`src/rtl/mrna_iso_valve_seq_if.sv`:
```
// Host-side bundle for the mRNA isolation sequencer: command inputs, status and the
// 13 pneumatic control lines (1 = pressurised/closed, 0 = vented/open).
interface mrna_iso_valve_seq_if;
  logic       start;
  logic       abort;
  logic       hold;
  logic       busy;
  logic       done;
  logic       aborted;
  logic [3:0] state;
  logic       cells_in_ctrl;
  logic       cells_out_ctrl;
  logic       beads_ctrl;
  logic       lysis_in_ctrl;
  logic       lysis_out_ctrl;
  logic       pump1;
  logic       pump2;
  logic       pump3;
  logic       sep_ctrl;
  logic       sieve_ctrl;
  logic       waste_ctrl;
  logic       push_ctrl;
  logic       collect_ctrl;

  modport master (
    output start, abort, hold,
    input  busy, done, aborted, state,
    input  cells_in_ctrl, cells_out_ctrl, beads_ctrl, lysis_in_ctrl, lysis_out_ctrl,
    input  pump1, pump2, pump3, sep_ctrl, sieve_ctrl, waste_ctrl, push_ctrl, collect_ctrl
  );

  modport slave (
    input  start, abort, hold,
    output busy, done, aborted, state,
    output cells_in_ctrl, cells_out_ctrl, beads_ctrl, lysis_in_ctrl, lysis_out_ctrl,
    output pump1, pump2, pump3, sep_ctrl, sieve_ctrl, waste_ctrl, push_ctrl, collect_ctrl
  );
endinterface

```
`src/rtl/mrna_iso_valve_seq.sv`:
```
// Sequencer driving the mRNA isolation bank valves through
// load -> lyse -> mix -> separate -> waste -> collect -> flush, with abort and hold.
module mrna_iso_valve_seq #(
  parameter int TMR_W       = 16,
  parameter int LOAD_TICKS  = 16,
  parameter int LYSE_TICKS  = 32,
  parameter int PHASE_TICKS = 4,
  parameter int MIX_CYCLES  = 8,
  parameter int SEP_TICKS   = 16,
  parameter int FLUSH_TICKS = 8
) (
  input logic                 clk,
  input logic                 rst,
  mrna_iso_valve_seq_if.slave ctrl_if
);

  typedef enum logic [3:0] {
    S_IDLE       = 4'd0,
    S_LOAD_CELLS = 4'd1,
    S_LOAD_BEADS = 4'd2,
    S_LYSE       = 4'd3,
    S_MIX        = 4'd4,
    S_SEPARATE   = 4'd5,
    S_WASTE      = 4'd6,
    S_COLLECT    = 4'd7,
    S_FLUSH      = 4'd8
  } state_e;

  // Reload values are N-1 so a state lasts exactly N cycles; a tick count of 0 acts as 1.
  localparam logic [TMR_W-1:0] LOAD_RL  = (LOAD_TICKS  > 1) ? TMR_W'(LOAD_TICKS  - 1) : '0;
  localparam logic [TMR_W-1:0] LYSE_RL  = (LYSE_TICKS  > 1) ? TMR_W'(LYSE_TICKS  - 1) : '0;
  localparam logic [TMR_W-1:0] PHASE_RL = (PHASE_TICKS > 1) ? TMR_W'(PHASE_TICKS - 1) : '0;
  localparam logic [TMR_W-1:0] SEP_RL   = (SEP_TICKS   > 1) ? TMR_W'(SEP_TICKS   - 1) : '0;
  localparam logic [TMR_W-1:0] FLUSH_RL = (FLUSH_TICKS > 1) ? TMR_W'(FLUSH_TICKS - 1) : '0;
  localparam logic [15:0]      ROT_LAST = (MIX_CYCLES  > 1) ? 16'(MIX_CYCLES - 1)     : '0;

  state_e           state_q, state_d;
  logic [TMR_W-1:0] timer_q, timer_d;
  logic [1:0]       phase_q, phase_d;
  logic [15:0]      rot_q, rot_d;
  logic             abortSeen_q, abortSeen_d;
  logic             busy_q, busy_d;
  logic             done_q, done_d;
  logic             aborted_q, aborted_d;
  logic [12:0]      valves_q, valves_d;

  // Bit order: cells_in, cells_out, beads, lysis_in, lysis_out, pump1..3, sep, sieve, waste, push, collect.
  function automatic logic [12:0] valveMap(state_e s, logic [1:0] p);
    logic [12:0] v;
    v = '1;
    case (s)
      S_LOAD_CELLS: begin v[12] = 1'b0; v[11] = 1'b0; v[3] = 1'b0; end
      S_LOAD_BEADS: begin v[10] = 1'b0; v[3] = 1'b0; end
      S_LYSE:       begin v[9] = 1'b0; v[8] = 1'b0; end
      S_MIX: begin
        case (p)
          2'd0:    v[7] = 1'b0;
          2'd1:    v[6] = 1'b0;
          2'd2:    v[5] = 1'b0;
          default: v = '1;
        endcase
      end
      S_SEPARATE:   v[4] = 1'b0;
      S_WASTE:      begin v[2] = 1'b0; v[1] = 1'b0; end
      S_COLLECT:    begin v[0] = 1'b0; v[1] = 1'b0; end
      S_FLUSH:      begin v[2] = 1'b0; v[1] = 1'b0; v[3] = 1'b0; end
      default:      v = '1;
    endcase
    return v;
  endfunction

  always_ff @(posedge clk) begin
    if (rst) begin
      state_q     <= S_IDLE;
      timer_q     <= '0;
      phase_q     <= '0;
      rot_q       <= '0;
      abortSeen_q <= 1'b0;
      busy_q      <= 1'b0;
      done_q      <= 1'b0;
      aborted_q   <= 1'b0;
      valves_q    <= '1;
    end else begin
      state_q     <= state_d;
      timer_q     <= timer_d;
      phase_q     <= phase_d;
      rot_q       <= rot_d;
      abortSeen_q <= abortSeen_d;
      busy_q      <= busy_d;
      done_q      <= done_d;
      aborted_q   <= aborted_d;
      valves_q    <= valves_d;
    end
  end

  // Abort wins over hold in the working states; hold freezes everything else.
  always_comb begin
    state_d     = state_q;
    timer_d     = timer_q;
    phase_d     = phase_q;
    rot_d       = rot_q;
    abortSeen_d = abortSeen_q;
    done_d      = 1'b0;
    aborted_d   = 1'b0;

    if (state_q == S_IDLE) begin
      if (ctrl_if.start && !ctrl_if.abort) begin
        state_d     = S_LOAD_CELLS;
        timer_d     = LOAD_RL;
        abortSeen_d = 1'b0;
      end
    end else if (ctrl_if.abort && state_q != S_FLUSH) begin
      state_d     = S_FLUSH;
      timer_d     = FLUSH_RL;
      abortSeen_d = 1'b1;
    end else if (!ctrl_if.hold) begin
      if (timer_q != '0) begin
        timer_d = timer_q - 1'b1;
      end else begin
        case (state_q)
          S_LOAD_CELLS: begin state_d = S_LOAD_BEADS; timer_d = LOAD_RL;  end
          S_LOAD_BEADS: begin state_d = S_LYSE;       timer_d = LYSE_RL;  end
          S_LYSE: begin
            state_d = S_MIX;
            timer_d = PHASE_RL;
            phase_d = 2'd0;
            rot_d   = '0;
          end
          S_MIX: begin
            if (phase_q == 2'd2 && rot_q == ROT_LAST) begin
              state_d = S_SEPARATE;
              timer_d = SEP_RL;
            end else begin
              timer_d = PHASE_RL;
              if (phase_q == 2'd2) begin
                phase_d = 2'd0;
                rot_d   = rot_q + 16'd1;
              end else begin
                phase_d = phase_q + 2'd1;
              end
            end
          end
          S_SEPARATE:   begin state_d = S_WASTE;   timer_d = SEP_RL;   end
          S_WASTE:      begin state_d = S_COLLECT; timer_d = SEP_RL;   end
          S_COLLECT:    begin state_d = S_FLUSH;   timer_d = FLUSH_RL; end
          S_FLUSH: begin
            state_d     = S_IDLE;
            done_d      = !abortSeen_q;
            aborted_d   = abortSeen_q;
            abortSeen_d = 1'b0;
          end
          default:      state_d = S_IDLE;
        endcase
      end
    end

    busy_d   = (state_d != S_IDLE);
    valves_d = valveMap(state_d, phase_d);
  end

  assign ctrl_if.busy           = busy_q;
  assign ctrl_if.done           = done_q;
  assign ctrl_if.aborted        = aborted_q;
  assign ctrl_if.state          = state_q;
  assign ctrl_if.cells_in_ctrl  = valves_q[12];
  assign ctrl_if.cells_out_ctrl = valves_q[11];
  assign ctrl_if.beads_ctrl     = valves_q[10];
  assign ctrl_if.lysis_in_ctrl  = valves_q[9];
  assign ctrl_if.lysis_out_ctrl = valves_q[8];
  assign ctrl_if.pump1          = valves_q[7];
  assign ctrl_if.pump2          = valves_q[6];
  assign ctrl_if.pump3          = valves_q[5];
  assign ctrl_if.sep_ctrl       = valves_q[4];
  assign ctrl_if.sieve_ctrl     = valves_q[3];
  assign ctrl_if.waste_ctrl     = valves_q[2];
  assign ctrl_if.push_ctrl      = valves_q[1];
  assign ctrl_if.collect_ctrl   = valves_q[0];

endmodule

```
`src/flat_wrapper.sv`:
```
// flat-port wrapper written by rule: the top's interface ports become plain ports
module mrna_iso_valve_seq_flat 
#(
  parameter int TMR_W       = 16,
  parameter int LOAD_TICKS  = 16,
  parameter int LYSE_TICKS  = 32,
  parameter int PHASE_TICKS = 4,
  parameter int MIX_CYCLES  = 8,
  parameter int SEP_TICKS   = 16,
  parameter int FLUSH_TICKS = 8
)
  (clk, rst, ctrl_if_start, ctrl_if_abort, ctrl_if_hold, ctrl_if_busy, ctrl_if_done, ctrl_if_aborted, ctrl_if_state, ctrl_if_cells_in_ctrl, ctrl_if_cells_out_ctrl, ctrl_if_beads_ctrl, ctrl_if_lysis_in_ctrl, ctrl_if_lysis_out_ctrl, ctrl_if_pump1, ctrl_if_pump2, ctrl_if_pump3, ctrl_if_sep_ctrl, ctrl_if_sieve_ctrl, ctrl_if_waste_ctrl, ctrl_if_push_ctrl, ctrl_if_collect_ctrl);
  mrna_iso_valve_seq_if ctrl_if_i ();
  input logic clk;
  input logic rst;
  input wire logic [$bits(ctrl_if_i.start)-1:0] ctrl_if_start;
  input wire logic [$bits(ctrl_if_i.abort)-1:0] ctrl_if_abort;
  input wire logic [$bits(ctrl_if_i.hold)-1:0] ctrl_if_hold;
  output wire logic [$bits(ctrl_if_i.busy)-1:0] ctrl_if_busy;
  output wire logic [$bits(ctrl_if_i.done)-1:0] ctrl_if_done;
  output wire logic [$bits(ctrl_if_i.aborted)-1:0] ctrl_if_aborted;
  output wire logic [$bits(ctrl_if_i.state)-1:0] ctrl_if_state;
  output wire logic [$bits(ctrl_if_i.cells_in_ctrl)-1:0] ctrl_if_cells_in_ctrl;
  output wire logic [$bits(ctrl_if_i.cells_out_ctrl)-1:0] ctrl_if_cells_out_ctrl;
  output wire logic [$bits(ctrl_if_i.beads_ctrl)-1:0] ctrl_if_beads_ctrl;
  output wire logic [$bits(ctrl_if_i.lysis_in_ctrl)-1:0] ctrl_if_lysis_in_ctrl;
  output wire logic [$bits(ctrl_if_i.lysis_out_ctrl)-1:0] ctrl_if_lysis_out_ctrl;
  output wire logic [$bits(ctrl_if_i.pump1)-1:0] ctrl_if_pump1;
  output wire logic [$bits(ctrl_if_i.pump2)-1:0] ctrl_if_pump2;
  output wire logic [$bits(ctrl_if_i.pump3)-1:0] ctrl_if_pump3;
  output wire logic [$bits(ctrl_if_i.sep_ctrl)-1:0] ctrl_if_sep_ctrl;
  output wire logic [$bits(ctrl_if_i.sieve_ctrl)-1:0] ctrl_if_sieve_ctrl;
  output wire logic [$bits(ctrl_if_i.waste_ctrl)-1:0] ctrl_if_waste_ctrl;
  output wire logic [$bits(ctrl_if_i.push_ctrl)-1:0] ctrl_if_push_ctrl;
  output wire logic [$bits(ctrl_if_i.collect_ctrl)-1:0] ctrl_if_collect_ctrl;
  assign ctrl_if_i.start = ctrl_if_start;
  assign ctrl_if_i.abort = ctrl_if_abort;
  assign ctrl_if_i.hold = ctrl_if_hold;
  assign ctrl_if_busy = ctrl_if_i.busy;
  assign ctrl_if_done = ctrl_if_i.done;
  assign ctrl_if_aborted = ctrl_if_i.aborted;
  assign ctrl_if_state = ctrl_if_i.state;
  assign ctrl_if_cells_in_ctrl = ctrl_if_i.cells_in_ctrl;
  assign ctrl_if_cells_out_ctrl = ctrl_if_i.cells_out_ctrl;
  assign ctrl_if_beads_ctrl = ctrl_if_i.beads_ctrl;
  assign ctrl_if_lysis_in_ctrl = ctrl_if_i.lysis_in_ctrl;
  assign ctrl_if_lysis_out_ctrl = ctrl_if_i.lysis_out_ctrl;
  assign ctrl_if_pump1 = ctrl_if_i.pump1;
  assign ctrl_if_pump2 = ctrl_if_i.pump2;
  assign ctrl_if_pump3 = ctrl_if_i.pump3;
  assign ctrl_if_sep_ctrl = ctrl_if_i.sep_ctrl;
  assign ctrl_if_sieve_ctrl = ctrl_if_i.sieve_ctrl;
  assign ctrl_if_waste_ctrl = ctrl_if_i.waste_ctrl;
  assign ctrl_if_push_ctrl = ctrl_if_i.push_ctrl;
  assign ctrl_if_collect_ctrl = ctrl_if_i.collect_ctrl;
  mrna_iso_valve_seq #(.TMR_W(TMR_W), .LOAD_TICKS(LOAD_TICKS), .LYSE_TICKS(LYSE_TICKS), .PHASE_TICKS(PHASE_TICKS), .MIX_CYCLES(MIX_CYCLES), .SEP_TICKS(SEP_TICKS), .FLUSH_TICKS(FLUSH_TICKS)) u_core (.clk(clk), .rst(rst), .ctrl_if(ctrl_if_i));
endmodule
```
`config.mk`:
```
export PLATFORM = sky130hd
export DESIGN_NAME = mrna_iso_valve_seq_flat
export DESIGN_NICKNAME = d
export VERILOG_FILES = /design/src/rtl/mrna_iso_valve_seq_if.sv /design/src/rtl/mrna_iso_valve_seq.sv /design/src/flat_wrapper.sv
export SDC_FILE = /design/constraint.sdc
export NUM_CORES = 1
export LEC_CHECK = 0
export ABC_CLOCK_PERIOD_IN_PS = 2250
export BUFFER_PORTS_ARGS = -buffer_cell sky130_fd_sc_hd__clkbuf_2
export CORE_MARGIN = 4
export CORE_UTILIZATION = 50
export CTS_BUF_LIST = sky130_fd_sc_hd__clkbuf_8 sky130_fd_sc_hd__clkbuf_16
export DETAILED_ROUTE_END_ITERATION = 10
export PLACE_DENSITY = 0.69
export SKIP_CTS_REPAIR_TIMING = 1
export SLEW_MARGIN = 20
export SYNTH_ARGS = -nofsm -noshare
export SYNTH_HDL_FRONTEND = slang
export SYNTH_SLANG_ARGS = --single-unit
```
`constraint.sdc`:
```
create_clock -name clk -period 2.25 [get_ports clk]
set_input_delay 0.45 -clock clk [delete_from_list [all_inputs] [get_ports clk]]
set_output_delay 0.45 -clock clk [all_outputs]
set_load 0.005 [all_outputs]
```
# Word level (Yosys, flattened, before mapping)
# Cells that the tools add are included.
dict set report word_totals {
  ff_bits 55
  input_bits 5
  output_inout_bits 20
  word_cells 107
}
dict set report op_classes {
  addsub 3
  eq_ne 26
  n_mux 41
  bitwise_logic 6
  reduce_logical 21
}
# cell n
set ops {}
lappend ops {{2-to-1 mux 16 bit} 7}
lappend ops {{one-hot mux 16 bit (5 select lines)} 1}
lappend ops {{== test 4 x 3 -> 1 bit, second input constant} 8}
lappend ops {{one-hot mux 16 bit (2 select lines)} 1}
lappend ops {{2-to-1 mux 4 bit} 7}
lappend ops {{one-hot mux 4 bit (7 select lines)} 1}
lappend ops {{adder 16 x 1 -> 16 bit, second input constant} 1}
lappend ops {{== test 16 x 3 -> 1 bit, second input constant} 1}
lappend ops {{== test 4 x 2 -> 1 bit, second input constant} 4}
lappend ops {{2-to-1 mux 2 bit} 8}
lappend ops {{nonzero test 16 bit} 1}
lappend ops {{subtractor 16 x 1 -> 16 bit, second input constant} 1}
lappend ops {{2-to-1 mux 1 bit} 15}
lappend ops {{OR reduction 3 bit} 3}
lappend ops {{== test 4 x 1 -> 1 bit, second input constant} 2}
lappend ops {{== test 4 bit, second input constant} 2}
lappend ops {{nonzero test 8 bit} 1}
lappend ops {{AND reduction 7 bit} 1}
lappend ops {{!= test 3 x 1 -> 1 bit, second input constant} 2}
lappend ops {{inverter 1 bit} 6}
lappend ops {{OR reduction 6 bit} 1}
lappend ops {{== test 2 bit, second input constant} 2}
lappend ops {{zero test 4 bit} 1}
lappend ops {{!= test 2 bit, second input constant} 2}
lappend ops {{14 further kinds} 18}

# Logic depth before layout (Yosys ltp)
# Gate-level depths: netlist of run 1.
dict set report depth {
  word_depth 11
  ltp_mapped 10
  ltp_nobuf 8
}

# Worst setup path after synthesis of run 1
# OpenSTA, ideal clock, no wires.
dict set report synth_path {
  kind {register to register}
  from {register u_core.timer_q[5]}
  to {register u_core.timer_q[3]}
  arrival_time_ps 1928
  t_required_ps 2110
  setup_slack_ps 182
  path_stages_with_launch 7
  path_buffers 0
  cell_sequence {dfxtp_1 or4_4 or3_4 nor3_4 a21oi_1 a2111oi_1 a2111oi_1}
}
dict set report synth_between {
  elab_chain_len 5
  elab_cells_between_ends 7
  cone_classes {mux: 4; reduce/logical: 3}
}
# element line
set synth_rtl {}
lappend synth_rtl {{start, declared} mrna_iso_valve_seq.sv:38} ;# logic [TMR_W-1:0] timer_q, timer_d;
lappend synth_rtl {{start signal, assigned} mrna_iso_valve_seq.sv:85} ;# timer_q <= timer_d;
lappend synth_rtl {{nonzero test 16 bit (*)} mrna_iso_valve_seq.sv:117} ;# if (timer_q != '0) begin
lappend synth_rtl {{2-to-1 mux 16 bit} mrna_iso_valve_seq.sv:117}
lappend synth_rtl {{2-to-1 mux 16 bit} mrna_iso_valve_seq.sv:116} ;# end else if (!ctrl_if.hold) begin
lappend synth_rtl {{2-to-1 mux 16 bit} mrna_iso_valve_seq.sv:112} ;# end else if (ctrl_if.abort && state_q != S_FLUSH) begin
lappend synth_rtl {{2-to-1 mux 16 bit} mrna_iso_valve_seq.sv:106} ;# if (state_q == S_IDLE) begin
# Mark *: on every way between the ends. The rest lies on a longest branch, timed or not. The select of a mux whose other input is x is not followed.
# A chain may end at the register's enable or synchronous reset.

# Worst setup path after layout of run 1
dict set report layout_path {
  from {register u_core.timer_q[5]}
  to {register u_core.timer_q[2]}
}
# Same word-level chain as after synthesis.

==> results of run 1 <==
-- Yosys cell counts (2+ instances only) --
library cell,n,area [µm²]
dfxtp_1,53,1061
a21o_1,3,22.52
ha_1,2,25.02
nor3_1,12,60.06
nor2b_1,6,37.54
xor2_1,12,105.1
a31oi_1,3,18.77
nand3b_1,6,45.04
o31ai_1,2,15.01
nor4_4,2,42.54
inv_1,7,26.28
and2_1,4,25.02
or4_1,5,37.54
o21ai_0,11,55.05
a32o_1,2,20.02
a211oi_1,2,15.01
xnor2_1,6,52.55
nand2b_1,4,25.02
a21oi_1,18,90.09
buf_6,2,22.52
buf_4,3,22.52
nor2_1,49,183.9
nand4_1,11,68.82
a22oi_1,3,22.52
o211ai_1,3,22.52
clkbuf_1,7,26.28
buf_2,7,35.03
a2111oi_1,2,20.02
nand2_1,24,90.09
and4_1,6,52.55
and3_1,7,43.79
or3_1,3,18.77
nor4_1,8,50.05
nand3_1,17,85.08
-- cell families (layout without fill, tap and decap cells) --
family          count (synthesis)  count (layout)  share of synthesized area
compound gates                 65              65                     0.1610
xor+xnor                       18              18                    0.05529
fa+ha+maj                       2               2                   0.008774
buf+inv                        27              82                    0.04783
flops                          53              53                     0.3721
mux                             1               1                   0.003510
simple gates                  175             175                     0.3515
-- flip-flops by register name, summed over array words and instances (netlist names) --
name                    cells
u_core.abortSeen_q          1
u_core.ctrl_if.aborted      1
u_core.ctrl_if.busy         1
u_core.ctrl_if.done         1
u_core.ctrl_if.state        4
u_core.phase_q              2
u_core.rot_q               16
u_core.timer_q             16
u_core.valves_q            11
-- worst reg2reg max path, stage by stage, from the launching register on --
cell	delay, ps
dfxtp_2	370
or4_4	550
or3_4	380
nor3_4	200
buf_4	160
nand4_1	90
o21ai_1	170
a211oi_1	90
-- how the worst max path moves through the flow --
stage | start | endpoint
after CTS | u_core.timer_q[0] | u_core.valves_q[3]
after detailed placement | ctrl_if_hold | u_core.valves_q[3]
after global placement | ctrl_if_hold | u_core.valves_q[3]
after global routing | u_core.timer_q[0] | u_core.valves_q[3]
after floorplan | u_core.timer_q[5] | u_core.timer_q[3]
final | u_core.timer_q[5] | u_core.timer_q[2]
-- power breakdown --
| part | internal [µW] | switching, µW | leakage, µW |
|---|---|---|---|
| logic | 756 | 849 | 0.000840 |
| registers | 1060 | 138 | 0.000432 |
| clock network | 279 | 300 | 0.0000542 |
| total | 2100 | 1290 | 0.00133 |
-- layer usage --
metal | global-route usage | up-vias
met5 | 0 | -
met4 | 0.06287 | 0
met3 | 0.03455 | 13
met2 | 0.3207 | 73
met1 | 0.2648 | 1243
li1 | - | 1355
-- stage by stage --
step	setup slack [ps]	total power, µW
after floorplan	182.0	2215
after global placement	22.34	2697
after detailed placement	-31.60	2719
after CTS	16.45	3312
after global routing	0.4010	3644
final	114.2	3387
-- area by class of cell --
cell class	instances	share of cell area
Clock buffer	7	0.02828
Clock inverter	1	0.001469
Inverter	7	0.007712
Multi-Input combinational cell	261	0.4928
Tap cell	72	0.02644
Sequential cell	53	0.3133
Timing Repair Buffer	67	0.1300
==> flow_summary.ini, run 1 <==
[sta]
setup_viol = 0
slew-limit-headroom = 0.6518
finalCritPeriodShare = 0.9492
tightestPinTransition_ps = 521.5
hold_violations = 0
slew_violations = 0
timing.setup.tns_ps = 0
fin_skew_ps = 4.219
clock.fmax_mhz = 468.2
fin_crit_ps = 2136
whs_ps = 442.3
rsz0062_at_grt = false

[cells_and_area]
num-fill-cells = 472
design_area_um2 = 3407
diodes = 0
multi_input_area_um2 = 1679
drive_gt1_frac = 0.2601
layout.cells.non_filler = 468
final_nets = 402
synthToLayoutAreaGrowth_pct = 19.48
regArea_um2 = 1067
layout_common_cells = 48 x nor2_1, 48 x dfxtp_1, 43 x buf_4
final_util = 0.6187

[routing]
drc = 0
vias = 2684
drt_iter0_markers = 190
via_per_inst = 5.735
wl_met1_um = 3061
met2WireLength_um = 3204
drt-total-wl_um = 6736
drtPass1Iterations = 4
wl_per_cell_um = 14.39
top_layer = met4
final_antenna_net_count = 0
dr_wl_met3_um = 353

[floorplanning]
placeableCoreArea_um2 = 5507
die_height_um = 83.52
die_width_um = 83.52
die_area_um2 = 6976
io_pins = 25
start_util = 0.5178
rows = 27

[placement]
dpl-instance-area_um2 = 3244
port_buffers = 24
gp_congestion = 0.9008
hpwl_um = 4967
dpl.cell_count = 456

[run_status]
status = complete, no violations

[setup_path]
r2r-start = u_core.timer_q[5]
worstPathCellList = or4_4 -> or3_4 -> nor3_4 -> buf_4 -> nand4_1 -> o21ai_1 -> a211oi_1
required_ps = 2430
crit_buf_inv = 1
rrSetupSlack_ps = 110
worstPathMaxFanout = 6
critPathLaunchType = register
cp_slowest_cell = or4_4
crit_type = reg -> reg
reg2reg_to = u_core.timer_q[2]
crit_family = simple AND/OR/NAND/NOR gates
worstSetupPathDepth = 7
r2r_cells = 7
max_stage_delay_ps = 550
arrival_ps = 2320
end_kind = register

[power]
leakagePower_uw = 0.001326
powerDensity_nw_per_um2 = 994.1
vdd_drop_max_mv = 0.5119

[yosys]
synth_top_flop_cell = dfxtp_1
ys_warn_count = 0
ys_types = 63
synth-edff-count = 0
syn_area_um2 = 2851
avgSynthCellArea_um2 = 8.362
ys_seq_area_frac = 0.3721
synth_nets = 348
synth_seq_cells = 53
async_flop_share = 0
synth_cells = 341

[worst_hold_path]
hold_class = in -> reg
min_path_cells = 2
hold_end = u_core.timer_q[3]
min_from = ctrl_if_abort

[clock_network]
worstSkewPairLatency_ps = 300
root_buffer = clkbuf_8
cts_tree = yes
clk_pin_slew_ps = 90
clockBufferDepth = 2
cts.sinks = 53
cts_inserted_buffers = 5
htree_levels = 2

[flow_run]
maxCapViolations = 0

[global_routing]
grt_usage = 0.1967
grt_pass1_wl_um = 11570
antenna_found_initial = 0
grt_start_max_net_pins = 19
grt_overflow = 0
first_global_vias = 2517
Power figures use the tool's default switching activity.
==> inputs of run 2 (changes only) <==
Settings changed: CORE_ASPECT_RATIO from default to 0.8.
==> run 2 against run 1 <==
  * Non-clock buffer count fell by 6
  * Flip-flop and latch count did not move
  * Total power rose by 1.2%
  * Global-route usage fell by 0.28 points
  * Clock power fell by 3%
  * Sequential share of layout area rose by 0.42 points
  * Register-to-register slack got worse by 50 ps
  * Clock skew rose by 8.0 ps
  * Critical path type unchanged
  * Critical endpoint unchanged
==> flow_summary.ini, run 2 (synthesis gave the netlist of run 1 again) <==
[setup_path]
crit_type = reg -> reg
r2r-start = u_core.timer_q[6]
max_stage_delay_ps = 550
required_ps = 2440
worstPathMaxFanout = 4
critPathLaunchType = register
reg2reg_to = u_core.timer_q[2]
arrival_ps = 2380
cp_slowest_cell = or4_4
end_kind = register
r2r_cells = 7
worstPathCellList = or4_4 -> or3_4 -> nor3_4 -> buf_4 -> nand4_1 -> o21ai_1 -> a211oi_2
rrSetupSlack_ps = 60

[routing]
drc = 0
via_per_inst = 5.788
drt-total-wl_um = 6744
drtPass1Iterations = 4
final_antenna_net_count = 0
drt_iter0_markers = 169
vias = 2709
wl_per_cell_um = 14.41

[global_routing]
grt_overflow = 0
first_global_vias = 2286
antenna_found_initial = 0
grt_pass1_wl_um = 10900
grt_start_max_net_pins = 19
grt_usage = 0.1939

[placement]
pre_cts_ws_ps = 25.23
hpwl_um = 4888
port_buffers = 24
gp_congestion = 0.9007

[sta]
tightestPinTransition_ps = 526.9
rsz0062_at_grt = true
fin_crit_ps = 2185
finalCritPeriodShare = 0.9712
slew-limit-headroom = 0.6482
hold_violations = 0
fin_skew_ps = 12.26
clock.fmax_mhz = 457.6
setup_slack_ps = 64.82
setup_viol = 0
slew_violations = 0
whs_ps = 436.9

[run_status]
status = complete, no violations

[clock_network]
worstSkewPairLatency_ps = 320
clk_pin_slew_ps = 100
cts.sinks = 53
cts_inserted_buffers = 5
root_buffer = clkbuf_8
cts_tree = yes
htree_levels = 2
clockBufferDepth = 2

[power]
switching_share = 0.3911
vdd_drop_max_mv = 0.4280
p_int_uw = 2087
pwr-share-clk = 0.163
power_frac_seq = 0.357
p_sw_uw = 1340
p_comb_frac = 0.480
leakagePower_uw = 0.001303
powerDensity_nw_per_um2 = 1011
p_total_uw = 3427

[floorplanning]
die_area_um2 = 6983
placeableCoreArea_um2 = 5495
rows = 24
io_pins = 25
die_height_um = 75.55
die_width_um = 92.43
start_util = 0.5189

[cells_and_area]
reg.largest.list = u_core.rot_q: 16 flops, u_core.timer_q: 16 flops, u_core.valves_q: 11 flops
multi_input_area_um2 = 1693
drive_gt1_frac = 0.2487
final_common_cell = nor2_1
layout_common_cells = 49 x nor2_1, 47 x dfxtp_1, 36 x buf_4
final_nets = 396
num-fill-cells = 487
regArea_um2 = 1076
synthToLayoutAreaGrowth_pct = 18.87
diodes = 0

[flow_run]
maxCapViolations = 0

[worst_hold_path]
min_path_cells = 2
hold_class = in -> reg
hold_end = u_core.rot_q[1]
min_from = rst
run 2: area by class of cell:
cell class,instances,share of cell area
Clock buffer,5,0.02030
Clock inverter,3,0.007752
Inverter,7,0.007752
Multi-Input combinational cell,261,0.4994
Sequential cell,53,0.3175
Tap cell,78,0.02879
Timing Repair Buffer,61,0.1185
run 2: power groups by stage:
stage / Combinational [µW] / Sequential (µW) / Clock [µW]
final: 1640 / 1220 / 560
after global routing: 1790 / 1240 / 619
after CTS: 1460 / 1220 / 580
after detailed placement: 1450 / 1240 / 0
after global placement: 1440 / 1230 / 0
after floorplan: 1010 / 1200 / 0
run 2: through the flow:
| step | TNS [ps] | util | instance area [µm²] | cells |
|---|---|---|---|---|
| final | 0 | 0.6168 | 3390 | 468 |
| after global routing | -80.15 | 0.6168 | 3390 | 468 |
| after CTS | -1.235 | 0.5968 | 3279 | 461 |
| after detailed placement | 0 | 0.5795 | 3184 | 453 |
| after global placement | 0 | 0.5795 | 3184 | 453 |
| after floorplan | 0 | - | 2851 | 341 |
run 2: layer usage:
layer  track usage  part of all wire  wire [µm]
met5             0                 0          0
met4       0.05931             0.016        105
met2        0.2902              0.42       2851
met3       0.03554             0.064        430
met1        0.2852              0.50       3357
run 2: worst max-delay path by stage:
| stage | end | slack, ps | startpoint | cells past startpoint |
|---|---|---|---|---|
| global placement | u_core.timer_q[3] | 60 | u_core.timer_q[5] | 6 |
| finish | u_core.timer_q[2] | 60 | u_core.timer_q[6] | 7 |
| detailed placement | u_core.rot_q[15] | 30 | u_core.ctrl_if.state[2] | 7 |
| CTS | u_core.rot_q[11] | -1 | u_core.ctrl_if.state[2] | 6 |
| floorplan | u_core.timer_q[3] | 180 | u_core.timer_q[5] | 6 |
| global route | u_core.timer_q[3] | -40 | u_core.timer_q[6] | 7 |
run 2: worst max-delay path: cells and delay by family (launching register included):
kind	cells	cell delay, ps
buffers and inverters	1	150
AO/OA/AOI/OAI	2	280
flip-flops	1	360
AND/OR/NAND/NOR	4	1280
==> inputs of run 3 (changes only) <==
Settings changed: ABC_CLOCK_PERIOD_IN_PS 2250 to 2600, BUFFER_PORTS_ARGS -buffer_cell sky130_fd_sc_hd__clkbuf_2 to default, DONT_BUFFER_PORTS from default to 1, PLACE_DENSITY 0.69 to 0.65, SKIP_CTS_REPAIR_TIMING 1 to default.
Clock period 2.25 ns to 2.6 ns, I/O delays scaled along.
==> run 3 against run 2 <==
  * Count of clock-buffer cells in the layout stayed put
  * First-iteration DRC count grew 2.4%
  * Routed wire length fell by 10%
  * Setup slack better by 170 ps
  * Sequential power fell by 12%
==> flow_summary.ini, run 3 (synthesis gave the netlist of run 1 again) <==
[worst_hold_path]
hold_end = u_core.rot_q[1]
min_path_cells = 1
hold_class = in -> reg
min_from = rst

[global_routing]
grt_overflow = 0
grt_start_max_net_pins = 26
grt_pass1_wl_um = 10550
grt_usage = 0.1866
first_global_vias = 2161
antenna_found_initial = 0

[cells_and_area]
final_common_cell = dfxtp_1
layout_common_cells = 53 x dfxtp_1, 49 x nor2_1, 24 x nand2_1
synthToLayoutAreaGrowth_pct = 5.748
drive_gt1_frac = 0.1000
multi_input_area_um2 = 1654
regArea_um2 = 1061
reg.largest.list = u_core.rot_q: 16 flops, u_core.timer_q: 16 flops, u_core.valves_q: 11 flops
final_nets = 346
diodes = 0
num-fill-cells = 516

[floorplanning]
die_height_um = 75.55
start_util = 0.5189
die_area_um2 = 6983
rows = 24
die_width_um = 92.43
placeableCoreArea_um2 = 5495
io_pins = 25

[flow_run]
maxCapViolations = 0

[clock_network]
cts_resized = 0
cts_setup_buffers = 0
clockBufferDepth = 2
worstSkewPairLatency_ps = 320
ctsHoldBuffers = 0
htree_levels = 2
cts_inserted_buffers = 5
cts_tree = yes
clk_pin_slew_ps = 100
cts.sinks = 53
root_buffer = clkbuf_8

[setup_path]
worstSetupPathDepth = 6
r2r_cells = 6
crit_buf_inv = 0
end_kind = register
required_ps = 2870
r2r-start = u_core.ctrl_if.state[1]
crit_family = simple AND/OR/NAND/NOR gates
worstPathCellList = or3_1 -> a21oi_1 -> and3_1 -> nand2_2 -> or4_1 -> nand2_1
cp_slowest_cell = dfxtp_1
crit_type = reg -> reg
arrival_ps = 2630
critPathLaunchType = register
rrSetupSlack_ps = 240
max_stage_delay_ps = 500
worstPathMaxFanout = 15
reg2reg_to = u_core.rot_q[11]

[sta]
timing.setup.tns_ps = 0
tightestPinTransition_ps = 608.1
slew-limit-headroom = 0.5928
setup_viol = 0
whs_ps = 258.6
fin_skew_ps = 15.30
finalCritPeriodShare = 0.9093
clock.fmax_mhz = 423.0
slew_violations = 0
hold_violations = 0
rsz0062_at_grt = false
fin_crit_ps = 2364
setup_slack_ps = 235.9

[routing]
vias = 2428
wl_met1_um = 3214
drtPass1Iterations = 4
top_layer = met4
wl_per_cell_um = 14.51
dr_wl_met3_um = 304
drt-total-wl_um = 6067
drc = 0
via_per_inst = 5.809
final_antenna_net_count = 0
drt_iter0_markers = 173
met2WireLength_um = 2482

[power]
vdd_drop_max_mv = 0.3065
leakagePower_uw = 0.001059
powerDensity_nw_per_um2 = 862.5
p_total_uw = 2601

[placement]
port_buffers = 0
hpwl_um = 4416
pre_cts_ws_ps = 291.4
gp_congestion = 0.8491

[run_status]
status = complete, no violations
## run 3: report_power, final
group	total (µW)	switching, µW	internal, µW
logic	1040	610	432
clock network	493	297	197
registers	1070	147	919
total	2600	1050	1550
## run 3: metal layers
layer,up-vias,global-route usage
li1,1239,-
met3,7,0.04146
met1,1125,0.2685
met2,57,0.2797
met4,0,0.05931
met5,-,0
## run 3: area by class of cell
cell class | instances | area share
clock buffers | 5 | 0.02282
clock inverters | 3 | 0.008299
inverters | 7 | 0.008714
multi-input cells | 261 | 0.5485
flip-flops and latches | 53 | 0.3519
well taps | 78 | 0.03237
repair buffers | 11 | 0.02739
## run 3: how the worst max path moves through the flow
stage | from | endpoint
3_3_place_gp | u_core.ctrl_if.state[2] | u_core.valves_q[3]
2_1_floorplan | u_core.timer_q[5] | u_core.timer_q[3]
4_1_cts | u_core.ctrl_if.state[1] | u_core.rot_q[11]
3_5_place_dp | u_core.ctrl_if.state[1] | u_core.rot_q[11]
5_1_grt | u_core.ctrl_if.state[2] | u_core.timer_q[15]
6_report | u_core.ctrl_if.state[1] | u_core.rot_q[11]
## run 3: stage by stage
| step | util | instances | area (µm²) |
|---|---|---|---|
| finish | 0.5487 | 418 | 3015 |
| global route | 0.5487 | 418 | 3015 |
| CTS | 0.5487 | 418 | 3015 |
| detailed placement | 0.5316 | 410 | 2922 |
| global placement | 0.5316 | 410 | 2922 |
| floorplan | - | 341 | 2851 |
## run 3: worst register-to-register path: cells and delay by family (launching register included)
family,cells,cell delay [ps]
compound gates,1,310
simple gates,5,1510
flops,1,500
